## src/rtl/clock_ctrl_pkg.sv

```systemverilog
// Shared encodings for the clock mode/time-set controller: state codes,
// blink field masks and mode LED patterns.
package clock_ctrl_pkg;

  localparam logic [2:0] ST_RUN   = 3'd0;
  localparam logic [2:0] ST_PAUSE = 3'd1;
  localparam logic [2:0] ST_SET_H = 3'd2;
  localparam logic [2:0] ST_SET_M = 3'd3;
  localparam logic [2:0] ST_SET_S = 3'd4;

  typedef enum logic [2:0] {
    S_RUN   = ST_RUN,
    S_PAUSE = ST_PAUSE,
    S_SET_H = ST_SET_H,
    S_SET_M = ST_SET_M,
    S_SET_S = ST_SET_S
  } state_e;

  // blink_mask bit order {h2,h1,m2,m1,s2,s1}
  localparam logic [5:0] MASK_H = 6'b110000;
  localparam logic [5:0] MASK_M = 6'b001100;
  localparam logic [5:0] MASK_S = 6'b000011;

  // mode_led one-hot {SET_S,SET_M,SET_H,RUN}
  localparam logic [3:0] LED_RUN   = 4'b0001;
  localparam logic [3:0] LED_SET_H = 4'b0010;
  localparam logic [3:0] LED_SET_M = 4'b0100;
  localparam logic [3:0] LED_SET_S = 4'b1000;
  localparam logic [3:0] LED_PAUSE = 4'b0000;

  function automatic logic is_set(input state_e s);
    return (s == S_SET_H) || (s == S_SET_M) || (s == S_SET_S);
  endfunction

  function automatic logic [5:0] field_mask(input state_e s);
    case (s)
      S_SET_H: return MASK_H;
      S_SET_M: return MASK_M;
      S_SET_S: return MASK_S;
      default: return 6'b000000;
    endcase
  endfunction

  function automatic logic [3:0] led_of(input state_e s);
    case (s)
      S_RUN:   return LED_RUN;
      S_SET_H: return LED_SET_H;
      S_SET_M: return LED_SET_M;
      S_SET_S: return LED_SET_S;
      default: return LED_PAUSE;
    endcase
  endfunction

endpackage

```

## src/rtl/tick_gen.sv

```systemverilog
// Free-running 0..PERIOD-1 counter with synchronous clear; tick_o is high
// for the single cycle in which the counter sits at its last value.
module tick_gen #(
  parameter int PERIOD = 10
) (
  input  logic clk,
  input  logic rst_n,
  input  logic clr_i,
  output logic tick_o
);

  localparam int W = (PERIOD > 1) ? $clog2(PERIOD) : 1;
  localparam logic [W-1:0] LAST = W'(PERIOD - 1);

  logic [W-1:0] cnt_q, cnt_d;

  always_comb begin
    cnt_d = cnt_q + W'(1);
    if (clr_i || (cnt_q == LAST)) cnt_d = '0;
  end

  always_ff @(posedge clk or negedge rst_n) begin
    if (!rst_n) cnt_q <= '0;
    else        cnt_q <= cnt_d;
  end

  assign tick_o = (cnt_q == LAST);

endmodule

```

## src/rtl/clock_set_ctrl.sv

```systemverilog
// Run/pause and time-set controller: turns debounced key pulses into the
// counter run level, field increment pulses, digit blink mask and mode LEDs.
module clock_set_ctrl
  import clock_ctrl_pkg::*;
#(
  parameter int CLK_FREQ  = 50_000_000,
  parameter int BLINK_CYC = 12_500_000,
  parameter int TIMEOUT_S = 10
) (
  input  logic       CLK_50M,
  input  logic       RST_N,
  input  logic       key_run,
  input  logic       key_mode,
  input  logic       key_inc,
  output logic       cnt_run,
  output logic       inc_hour,
  output logic       inc_min,
  output logic       inc_sec,
  output logic [5:0] blink_mask,
  output logic [3:0] mode_led
);

  localparam logic [7:0] TMO = 8'(TIMEOUT_S);

  state_e     state_q, state_d;
  logic [2:0] inc_q, inc_d;          // {hour,min,sec}
  logic       phase_q, phase_d;      // 1 = blank half of the blink period
  logic [7:0] idle_q, idle_d;
  logic       cnt_run_q, cnt_run_d;
  logic [5:0] mask_q, mask_d;
  logic [3:0] led_q, led_d;

  logic blink_tick, sec_tick, blk_clr, tmo_clr, timeout, entering;

  tick_gen #(.PERIOD(BLINK_CYC)) u_blink (
    .clk    (CLK_50M),
    .rst_n  (RST_N),
    .clr_i  (blk_clr),
    .tick_o (blink_tick)
  );

  tick_gen #(.PERIOD(CLK_FREQ)) u_sec (
    .clk    (CLK_50M),
    .rst_n  (RST_N),
    .clr_i  (tmo_clr),
    .tick_o (sec_tick)
  );

  // Timeout shares key_run's destination, so it outranks key_mode and key_inc.
  always_comb begin
    state_d = state_q;
    inc_d   = 3'b000;
    timeout = is_set(state_q) && (idle_q == TMO);
    case (state_q)
      S_RUN: begin
        if (key_run)       state_d = S_PAUSE;
        else if (key_mode) state_d = S_SET_H;
      end
      S_PAUSE: begin
        if (key_run)       state_d = S_RUN;
        else if (key_mode) state_d = S_SET_H;
      end
      S_SET_H: begin
        if (key_run || timeout) state_d = S_RUN;
        else if (key_mode)      state_d = S_SET_M;
        else if (key_inc)       inc_d   = 3'b100;
      end
      S_SET_M: begin
        if (key_run || timeout) state_d = S_RUN;
        else if (key_mode)      state_d = S_SET_S;
        else if (key_inc)       inc_d   = 3'b010;
      end
      S_SET_S: begin
        if (key_run || timeout) state_d = S_RUN;
        else if (key_mode)      state_d = S_RUN;
        else if (key_inc)       inc_d   = 3'b001;
      end
      default: state_d = S_RUN;
    endcase
  end

  // Blink phase and idle timer restart on SET entry; outside SET they are held clear.
  always_comb begin
    entering = (state_d != state_q);
    blk_clr  = !is_set(state_d) || entering || (inc_d != 3'b000);
    tmo_clr  = !is_set(state_d) || entering || key_run || key_mode || key_inc;

    phase_d = phase_q;
    if (blk_clr)         phase_d = 1'b0;
    else if (blink_tick) phase_d = ~phase_q;

    idle_d = idle_q;
    if (tmo_clr)                         idle_d = 8'd0;
    else if (sec_tick && (idle_q < TMO)) idle_d = idle_q + 8'd1;

    cnt_run_d = (state_d == S_RUN);
    mask_d    = phase_d ? field_mask(state_d) : 6'b000000;
    led_d     = led_of(state_d);
  end

  always_ff @(posedge CLK_50M or negedge RST_N) begin
    if (!RST_N) begin
      state_q   <= S_RUN;
      inc_q     <= 3'b000;
      phase_q   <= 1'b0;
      idle_q    <= 8'd0;
      cnt_run_q <= 1'b1;
      mask_q    <= 6'b000000;
      led_q     <= LED_RUN;
    end else begin
      state_q   <= state_d;
      inc_q     <= inc_d;
      phase_q   <= phase_d;
      idle_q    <= idle_d;
      cnt_run_q <= cnt_run_d;
      mask_q    <= mask_d;
      led_q     <= led_d;
    end
  end

  assign cnt_run    = cnt_run_q;
  assign inc_hour   = inc_q[2];
  assign inc_min    = inc_q[1];
  assign inc_sec    = inc_q[0];
  assign blink_mask = mask_q;
  assign mode_led   = led_q;

endmodule
```

## config.mk

```make
export PLATFORM = sky130hd
export DESIGN_NAME = clock_set_ctrl
export DESIGN_NICKNAME = d
export VERILOG_FILES = /design/src/rtl/clock_ctrl_pkg.sv /design/src/rtl/tick_gen.sv /design/src/rtl/clock_set_ctrl.sv
export SDC_FILE = /design/constraint.sdc
export NUM_CORES = 1
export LEC_CHECK = 0
export BUFFER_PORTS_ARGS = -buffer_cell sky130_fd_sc_hd__buf_2
export CAP_MARGIN = 20
export CORE_UTILIZATION = 40
export CTS_CLUSTER_SIZE = 28
export DETAILED_ROUTE_END_ITERATION = 10
export PLACE_DENSITY = 0.67
export SYNTH_ARGS = -nofsm -noshare
export SYNTH_HDL_FRONTEND = slang
export SYNTH_SLANG_ARGS = --single-unit
```

## constraint.sdc

```tcl
create_clock -name CLK_50M -period 2.6 [get_ports CLK_50M]
set_input_delay 0.13 -clock CLK_50M [delete_from_list [all_inputs] [get_ports CLK_50M]]
set_output_delay 0.13 -clock CLK_50M [all_outputs]
set_load 0.02 [all_outputs]
```

# Word-level counts from Yosys, hierarchy flattened
# Index checks and enable logic that the tools add are counted.
[totals] register_bits=76 in_bits=5 output_inout_bits=14 wordCells=73
[op_classes] add_sub_neg=3 magnitude_cmp=1 eq_ne=11 n_mux=29 n_bitwise=1 n_reduce_logical=19
[op_table] operator="$mux W3" count=12
[op_table] operator="$add A26 B1 Y26 const B" count=1
[op_table] operator="$eq A26 B26 Y1 const B" count=1
[op_table] operator="$mux W26" count=1
[op_table] operator="$add A24 B1 Y24 const B" count=1
[op_table] operator="$eq A24 B24 Y1 const B" count=1
[op_table] operator="$mux W24" count=1
[op_table] operator="$pmux W6 S3" count=1
[op_table] operator="$mux W8" count=2
[op_table] operator="$pmux W4 S4" count=1
[op_table] operator="$pmux W3 S5" count=1
[op_table] operator="$eq A3 B2 Y1 const B" count=4
[op_table] operator="$logic_or A1 B1 Y1" count=12
[op_table] operator="$pmux W3 S3" count=1
[op_table] operator="$add A8 B1 Y8 const B" count=1
[op_table] operator="$eq A8 B4 Y1 const B" count=1
[op_table] operator="$lt A8 B4 Y1 const B" count=1
[op_table] operator="$eq A3 B3 Y1 const B" count=2
[op_table] operator="$logic_not A3 Y1" count=2
[op_table] operator="$mux W2" count=3
[op_table] operator="$mux W6" count=1
[op_table] operator="$mux W1" count=5
[op_table] operator="$eq A3 B1 Y1 const B" count=1
[op_table] operator="$ne A3 B3 Y1" count=1
[op_table] operator="other kinds (5)" count=6

# Logic depth before layout (Yosys ltp)
[logic_depth] word_depth=17 ltp_mapped=7 depth_no_buf=6

# By module
# From an unflattened synthesis, not the netlist that was laid out.
[unflattened] hier_cells=386 hier_area_um2=3802.4
[modules_own_cells] mod="tick_gen at u_sec" instances=1 cells_per_inst=144 area_per_inst_um2=1385.1 seq_area_each_um2=650.6
[modules_own_cells] mod="tick_gen at u_blink" instances=1 cells_per_inst=137 area_per_inst_um2=1308.8 seq_area_each_um2=600.6
[modules_own_cells] mod="clock_set_ctrl" instances=1 cells_per_inst=105 area_per_inst_um2=1108.6 seq_area_each_um2=578.1

# Worst setup path after synthesis
# Ideal clock, no wire load.
[synth_timing] path_kind="register to register" startpoint="reg u_sec.cnt_q[0]" endpoint="reg u_sec.cnt_q[24]" setup_ps=87 arrival_time_ps=2106 path_slack_ps=407 stages_incl_launch_ff=7 path_buffers=1 period_less_slack_ps=2193 path_cell_list="dfrtp_1 > ha_1 > nand4_2 > or4_4 > buf_6 > or4_4 > a211oi_2"
[synth_between] elab_chain_cells=3 word_cells_on_any_way=4 cone_classes="add/sub: 1; eq/ne: 1; mux: 1; reduce/logical: 1"
[synth_lines] item="from (decl)" line_no="tick_gen.sv:15" rtl="logic [W-1:0] cnt_q, cnt_d;"
[synth_lines] item="from (signal assigned)" line_no="tick_gen.sv:24" rtl="else cnt_q <= cnt_d;"
[synth_lines] item="parallel branches: the longest is 2 deep, another holds $add A26 B1 Y26"
[synth_lines] item="$mux W26 *" line_no="tick_gen.sv:19" rtl="if (clr_i || (cnt_q == LAST)) cnt_d = '0;"
[synth_lines] item="via u_sec.cnt_d[24]" line_no="tick_gen.sv:15"
# Mark *: on every way through the listed nets, which the timed path passes.
# A chain may end at the register's enable or synchronous reset.

# Final worst setup path
[layout_timing] startpoint="reg u_sec.cnt_q[0]" endpoint="reg u_sec.cnt_q[20]"
# The elaborated chain is that of the path after synthesis.

==> load_flow_metrics.sql <==
INSERT INTO impl_metrics (metric_group, metric, value, unit) VALUES
('sta', 'maxSlewHeadroom', '0.450', ''),
('critical_path', 'worst_path_max_delay_cell', 'or4_4', ''),
('routing', 'post-route-drc-count', '0', ''),
('clock_network', 'cts.path.max_buffers', '2', ''),
('clock_network', 'clkLatencyLatePin', '360', 'ps'),
('power_and_ir_drop', 'power_leakage', '1.61', 'nW'),
('clock_network', 'tritoncts_num_sinks', '73', ''),
('placed_design', 'numPlacedInstances', '505', ''),
('sta', 'fmax_achieved', '433', 'MHz'),
('routing', 'detailroute.via_count', '2919', ''),
('critical_path', 'kind_of_cell_with_the_highest_combined_delay_on_the_critical_path', 'simple AND/OR/NAND/NOR gates', ''),
('cells_and_area', 'area.sequential', '1830', 'um^2'),
('yosys', 'register_bit_total_from_synthesis', '73', ''),
('outcome', 'status', 'completed', ''),
('clock_network', 'numCtsBuffers', '9', ''),
('sta', 'setup_repair_after_global_routing_missed_its_margin', 'false', ''),
('critical_path', 'required_time_of_the_critical_path', '2850', 'ps'),
('critical_path', 'start_kind', 'flop', ''),
('yosys', 'synth_top_cell_by_area', 'dfrtp_1', ''),
('global_route', 'grt_max_degree', '39', ''),
('yosys', 'postSynthNetCount', '399', ''),
('sta', 'period_needed', '2310', 'ps'),
('cells_and_area', 'layout-area-overhead-vs-synth', '10.5', '%'),
('critical_path', 'worst_path_largest_cell_delay', '620', 'ps'),
('power_and_ir_drop', 'power_per_cell_area', '546', 'nW/um^2'),
('hold_path', 'hold_path_class', 'input port to flop', ''),
('power_and_ir_drop', 'ir_worst_vdd', '227', 'uV'),
('clock_network', 'htreeDepth', '3', ''),
('cells_and_area', 'antenna_cells_inserted', '0', ''),
('yosys', 'synthesis.yosys.warnings', '0', ''),
('floorplan', 'core', '9200', 'um^2'),
('cells_and_area', 'area_of_combinational_cells_with_multiple_inputs', '1780', 'um^2'),
('global_route', 'grt_pass1_wl', '12.8', 'mm'),
('yosys', 'netlist_instances', '390', ''),
('yosys', 'netlist_area', '3790', 'um^2'),
('critical_path', 'timing_worst_setup_path_type', 'flop to flop', ''),
('power_and_ir_drop', 'finalPower', '2.29', 'mW'),
('critical_path', 'critPathMaxFanout', '11', ''),
('global_route', 'antenna_found_initial', '0', ''),
('floorplan', 'initial_util', '0.413', ''),
('yosys', 'netlist_top_cells_area', 'dfrtp_1 (47%), xnor2_1 (4.2%), a211oi_1 (2.8%), nor2_1 (2.7%), nand3_1 (2.5%)', ''),
('routing', 'route.detailed.vias_per_inst', '5.59', ''),
('routing', 'wire_per_inst', '14.2', 'um'),
('yosys', 'ys_dominant_reg_cell', 'dfrtp_1', ''),
('routing', 'drt_iter0_markers', '160', ''),
('yosys', 'synth-async-reset-ratio', '1.00', ''),
('clock_network', 'postCtsSetupRepairBufs', '0', ''),
('routing', 'final_antenna_net_count', '0', ''),
('sta', 'timing.setup.tns', '0', 'ps'),
('clock_network', 'cts-root-buf', 'clkbuf_8', ''),
('sta', 'worst_pin_slew', '825', 'ps'),
('clock_network', 'clkTransAtPathRegs', '90', 'ps'),
('global_route', 'grt_pass1_vias', '2783', ''),
('cells_and_area', 'final_cells', '522', ''),
('yosys', 'number_of_synthesized_flops_with_an_enable_pin', '0', ''),
('placed_design', 'place.gp.congestion', '0.797', ''),
('critical_path', 'timing.critical_path.to_type', 'flop', ''),
('global_route', 'grt_use_total', '0.162', ''),
('global_route', 'grt_overflow', '0', ''),
('floorplan', 'number_of_top_level_pins', '19', ''),
('floorplan', 'dieHeight', '99.4', 'um'),
('sta', 'final-hold-violation-count', '0', ''),
('yosys', 'synth.top_cell.area_share', '0.468', ''),
('sta', 'layout_skew', '17.3', 'ps'),
('cells_and_area', 'nFillCells', '865', ''),
('floorplan', 'rows', '35', ''),
('routing', 'postRouteWirelength', '7.40', 'mm'),
('critical_path', 'reg2reg_slack', '290', 'ps'),
('placed_design', 'port-buffer-count', '18', ''),
('yosys', 'yosysSeqAreaShare', '0.482', ''),
('sta', 'finalMaxSlewViolations', '0', '');
[Yosys cell counts, drive strengths merged, types with 2 or more instances]
master   instances
o31ai           12
or2              3
nor4bb           2
xor2             9
and3             7
or3             14
and2             3
a2111oi          2
nand3           19
nor4            14
nor2            27
buf             10
nor2b            2
xnor2           18
dfstp            2
inv             14
nor4b            2
nor3            19
a21oi           17
nand4           14
nand4b           2
o21ai           13
ha               4
a211oi          16
dfrtp           71
and4             3
nand2           25
a31oi            3
nor3b            2
clkbuf          13
or4             15
nand2b           2
[state kept, by name, summed over array words and instances (netlist names)]
signal	count
blink_mask	3
cnt_run	1
idle_q	8
inc_q	3
mode_led	4
phase_q	1
state_q	3
u_blink.cnt_q	24
u_sec.cnt_q	26
[layout by cell type, fill, tap and decap left out, drive strengths merged, types with 2 or more instances in the layout]
master	Yosys	layout
dfrtp	71	71
inv	14	14
nor4bb	2	2
a31oi	3	3
ha	4	4
a211oi	16	16
and3	7	7
or4	15	15
clkbuf	13	11
bufinv	0	2
nand4b	2	2
nand4	14	14
dfstp	2	2
xnor2	18	18
nor3	19	19
nor2	27	27
nor4b	2	2
nand2	25	25
nor2b	2	2
clkinv	0	2
or2	3	3
and2	3	3
buf	10	27
nand3	19	19
and4	3	3
nand2b	2	2
xor2	9	9
o21ai	13	13
a21oi	17	17
nor3b	2	2
a2111oi	2	2
nor4	14	14
o31ai	12	12
or3	14	14
[final timing paths]
path                                              end                        from  cells after the start
setup / recovery            u_sec.cnt_q[20]$_DFF_PN0_    u_sec.cnt_q[0]$_DFF_PN0_                      5
hold / removal                     inc_q[0]$_DFF_PN0_                     key_inc                      3
setup reg to reg            u_sec.cnt_q[20]$_DFF_PN0_    u_sec.cnt_q[0]$_DFF_PN0_                      5
hold reg to reg            u_blink.cnt_q[0]$_DFF_PN0_  u_blink.cnt_q[0]$_DFF_PN0_                      1
max in group asynchronous   u_sec.cnt_q[20]$_DFF_PN0_                       RST_N                      3
min in group asynchronous          inc_q[0]$_DFF_PN0_                       RST_N                      2
[layout make-up]
| class | count | share of cell area |
|---|---|---|
| repair buffers | 28 | 0.0430 |
| well taps | 111 | 0.0331 |
| clock buffers | 11 | 0.0314 |
| flip-flops and latches | 73 | 0.437 |
| inverters | 14 | 0.0125 |
| clock inverters | 5 | 0.0194 |
| multi-input cells | 280 | 0.424 |
[cells by family (layout without fill, tap and decap cells)]
| family | Yosys count | after routing | share of synthesized area |
|---|---|---|---|
| AO/OA/AOI/OAI | 69 | 69 | 0.121 |
| flip-flops | 73 | 73 | 0.482 |
| buffers and inverters | 37 | 58 | 0.0495 |
| AND/OR/NAND/NOR | 180 | 180 | 0.272 |
| adder cells (fa/ha/maj) | 4 | 4 | 0.0132 |
| XOR/XNOR | 27 | 27 | 0.0623 |
[report_power, final]
| part | leakage [nW] | switching [mW] | internal (mW) |
|---|---|---|---|
| Clock | 0.104 | 0.426 | 0.541 |
| Combinational | 0.497 | 0.106 | 0.0502 |
| Sequential | 1.01 | 0.00710 | 1.16 |
[layer usage]
layer,track usage,up-vias,wire [um]
met4,0.0633,0,107
li1,-,1478,-
met2,0.260,41,3520
met5,0,-,0
met3,0.0401,10,219
met1,0.213,1390,3560
[worst min-delay path, stage by stage]
cell,delay (ps)
buf_2,100
nand2_1,100
nor2_1,50
[stage by stage]
step	hold WS (ps)	util	cell area [um^2]	setup slack (ps)
after global placement	273	0.431	3970	371
after floorplan	-166	-	3790	407
final	68.8	0.456	4190	290
after detailed placement	278	0.431	3970	303
after global routing	62.6	0.456	4190	123
after CTS	46.9	0.456	4190	293
[timing repair]
| item | 4_1_cts | 5_1_grt |
|---|---|---|
| resized for setup | 0 | 0 |
| hold buffers | 1 | 0 |
| endpoints found under the hold margin | 33 | 0 |
No activity file was read; power rests on OpenSTA's default activity.
